<file path="config.mk">
export PLATFORM = sky130hd
export DESIGN_NAME = ds_pack
export DESIGN_NICKNAME = d
export VERILOG_FILES = /design/src/rtl/ds_pack.sv
export SDC_FILE = /design/constraint.sdc
export NUM_CORES = 1
export LEC_CHECK = 0
export CAP_MARGIN = 0
export CORE_AREA = 2 2 51 53
export DETAILED_ROUTE_END_ITERATION = 12
export DIE_AREA = 0 0 53 55
export HOLD_SLACK_MARGIN = 0.03
export PLACE_DENSITY = 0.84
export RECOVER_POWER = 50
export SETUP_SLACK_MARGIN = 0.15
export SYNTH_ARGS = -nofsm -noshare
export SYNTH_HDL_FRONTEND = slang
export SYNTH_SLANG_ARGS = --single-unit
</file>
<file path="constraint.sdc">
create_clock -name clk -period 1.4 [get_ports clk]
set_input_delay 0.21 -clock clk [delete_from_list [all_inputs] [get_ports clk]]
set_output_delay 0.21 -clock clk [all_outputs]
set_load 0.005 [all_outputs]
</file>
<file path="src/rtl/ds_pack.sv">
// Data-stop packer: shifts W-bit samples into an N-stage register and presents the packed word.
// Supports shift-left/right, rotate-left, a saturating fill count with full flag, and optional freeze on full.
module ds_pack #(
  parameter int W            = 4,
  parameter int N            = 4,
  parameter int STOP_ON_FULL = 0
) (
  input  logic                   clk,
  input  logic                   reset,
  input  logic                   en,
  input  logic                   clr,
  input  logic [1:0]             mode,
  input  logic [W-1:0]           b,
  output logic [W*N-1:0]         d,
  output logic [$clog2(N+1)-1:0] cnt,
  output logic                   full
);

  localparam int            CW      = $clog2(N+1);
  localparam logic [CW-1:0] CNT_MAX = CW'(N);

  typedef enum logic [1:0] {
    MODE_SHL  = 2'b00,
    MODE_SHR  = 2'b01,
    MODE_ROL  = 2'b10,
    MODE_HOLD = 2'b11
  } mode_e;

  logic [W*N-1:0] r_d;
  logic [W*N-1:0] w_d_nxt;
  logic [CW-1:0]  r_cnt;
  logic [CW-1:0]  w_cnt_nxt;
  logic [CW-1:0]  w_cnt_sat;
  logic           r_full;
  logic           w_frozen;

  assign w_frozen  = (STOP_ON_FULL != 0) && r_full;
  assign w_cnt_sat = (r_cnt == CNT_MAX) ? r_cnt : (r_cnt + CW'(1));

  // Next-state selection: clear, then data stop / freeze, then the mode operation.
  always_comb begin
    w_d_nxt   = r_d;
    w_cnt_nxt = r_cnt;
    if (clr) begin
      w_d_nxt   = '0;
      w_cnt_nxt = '0;
    end else if (!en || w_frozen) begin
      w_d_nxt   = r_d;
      w_cnt_nxt = r_cnt;
    end else begin
      // b is only referenced in the shift branches so it is never sampled while holding.
      case (mode)
        MODE_SHL: begin
          w_d_nxt   = {r_d[W*N-W-1:0], b};
          w_cnt_nxt = w_cnt_sat;
        end
        MODE_SHR: begin
          w_d_nxt   = {b, r_d[W*N-1:W]};
          w_cnt_nxt = w_cnt_sat;
        end
        MODE_ROL: begin
          w_d_nxt   = {r_d[W*N-W-1:0], r_d[W*N-1 -: W]};
          w_cnt_nxt = r_cnt;
        end
        MODE_HOLD: begin
          w_d_nxt   = r_d;
          w_cnt_nxt = r_cnt;
        end
        default: begin
          w_d_nxt   = r_d;
          w_cnt_nxt = r_cnt;
        end
      endcase
    end
  end

  // State registers; full tracks the count being loaded so it rises on the Nth capture edge.
  always_ff @(posedge clk or negedge reset) begin
    if (!reset) begin
      r_d    <= '0;
      r_cnt  <= '0;
      r_full <= 1'b0;
    end else begin
      r_d    <= w_d_nxt;
      r_cnt  <= w_cnt_nxt;
      r_full <= (w_cnt_nxt == CNT_MAX);
    end
  end

  assign d    = r_d;
  assign cnt  = r_cnt;
  assign full = r_full;

endmodule

</file>
==> results.ini <==
[synth]
yosys_warnings=0
yosysMostFrequentCell=dfrtp_1
async_flop_share=1.00
ys_seq_area_frac=0.488
yosys-top-cells-count=dfrtp_1 (20), a22oi_1 (16), nand2_1 (16)
synth-main-ff-cell=dfrtp_1
synthesis.area_mm2=0.00103
synth.ff_latch_count=20
synth.area.top_cells=dfrtp_1 (49%), a22oi_1 (12%), o21ai_0 (7.3%)
netlist.area_leader.share=0.488
synth_top_area_cell=dfrtp_1
synth.avg_cell_area_um2=9.50
syn_nets=123
synth_cell_types=20
synthCells=108
synth_edf_count=0

[global_route]
met2_usage=0.400
grt_pass1_wl_mm=4.60
grtUsageTotal=0.217
use_met1=0.261
grt_pass1_vias=1001
antenna_found_initial=0
grt_overflow=0
grt_max_degree=21
met3_usage=0.0349
top_usage_layer=met2

[flow_run]
maxCapViolations=0

[final_layout]
nNetsFinal=182
n_fill_cell=189
area_delta_synth_final_pct=63.0
multiInputGateArea_um2=589
regArea_um2=500
antenna_cells=0
final_area_mm2=0.00167
layout-drive-gt1-share=0.358
fin_util=0.707

[power]
total_power_w=0.00113
p_leak_nw=0.809
powerDensity_mw_per_mm2=676
irDropWorstVdd_mv=0.644

[die]
row_count=18
die_h_um=55
core_region_area_mm2=0.00236
start_util=0.434
io_pins=30
fp.dieW_um=53
die-area_mm2=0.00292

[clock_tree]
clock_latency_ns=0.31
clock_path_buffers=2
root_buffer=clkbuf_4
cts_sinks=20
numCtsBuffers=3
cts_tree=done
htreeDepth=1
hold_buffers=0
clkTransAtPathRegs_ns=0.12

[status]
status=finished, final reports clean

[sta]
fin_crit_sh=0.996
rsz0062_at_grt=true
setup_viol=0
maxSlewHeadroom=0.664
hold_viol=0
tns_ns=0
clock_skew_ns=0.0165
tightest_slew_ns=0.503
period_minus_slack_ns=1.39
timing.fmax_mhz=717
final_max_slew_viol_count=0

[route]
vias_per_cell=5.28
first_pass_iters=4
routed_wl_mm=2.73
wl_per_cell_um=14.0
drcViolationCount=0
dr.first_iter.drc_count=17
dr_total_vias=1029
ant_nets=0

[worst_setup_path]
required_ns=1.63
critPathCaptureType=register
r2r_cells=5
cp_max_fo=4
critPathKind=reg2reg
r2r_setup_slack_ns=0.006
reg2reg_from=cnt[0]
r2r-end=full
cp_data_arrival_time_ns=1.63
crit_path_start_kind=register

[placement]
postPlaceCellArea_mm2=0.00147
place.gp.congestion=0.788
port_buffers=29
dp_hpwl_mm=1.84

[min_path]
worstHoldPathType=in2async

-- worst max-delay path by stage --
stage	from	endpoint	cells past startpoint
finish	cnt[0]	full	5
global route	cnt[0]	full	5
CTS	cnt[0]	full	5
detailed placement	mode[0]	d[10]	6
global placement	mode[0]	d[8]	6
floorplan	mode[1]	d[12]	6
-- kinds of logic after synthesis --
logic type	share of synthesized area
compound gates	0.234
simple gates	0.150
flops	0.488
buf+inv	0.0488
fa+ha+maj	0.0610
xor+xnor	0.00854
mux	0.00976
-- where the power goes --
group / internal, W / switching (W)
Combinational: 0.000128 / 0.000130
Sequential: 0.000591 / 0.00000962
Clock: 0.000100 / 0.000171
Total: 0.000819 / 0.000311
-- layer usage --
metal  vias up  routed length, um
met2        35               1420
met3         6                136
met4         0                 42
li1        496                  -
met1       492               1140
met5         -                  0
-- layout make-up --
cell class / count / area share
Sequential cell: 20 / 0.299
Timing Repair Buffer: 60 / 0.301
Tap cell: 30 / 0.0224
Inverter: 4 / 0.0120
Clock buffer: 3 / 0.0135
Multi-Input combinational cell: 78 / 0.352
-- per-stage QoR --
stage                     setup slack, ns  instances  hold WS, ns
after floorplan                     0.118        108      -0.0856
after global placement             -0.604        170        0.521
final                             0.00597        195        0.386
after CTS                         0.00122        194        0.246
after global routing              -0.0732        195        0.450
after detailed placement           -0.712        170        0.540
-- sequential cells by signal, summed over array words and instances, names as in the netlist --
name	cells
d	16
cnt	3
full	1
-- critical path, cell delays in order (launching register included) --
cell	delay, ns
dfrtp_1	0.43
ha_2	0.18
and4bb_1	0.21
buf_6	0.13
a211oi_4	0.21
and3_1	0.18
-- cells in the final DEF, fill, tap and decap left out, types with 2 or more instances in the layout --
cell type,count
clkdlybuf4s50_1,6
nor2_1,8
clkbuf_2,2
a21oi_1,4
a22oi_2,12
ha_2,2
or2_4,3
buf_6,3
inv_1,3
buf_4,27
dfrtp_1,20
nand2_1,16
dlygate4sd2_1,19
clkdlybuf4s15_1,2
o21ai_1,15
a22oi_1,4
clkbuf_4,3
ha_1,2
-- what timing repair did --
action                     4_1_cts  5_1_grt
setup endpoints to repair       40       20
pin swaps                        7        4
cloned                           1        0
buffers inserted                20        1
resized for setup               31       13
hold endpoints to repair         0        0
(Power assumes the default switching activity.)
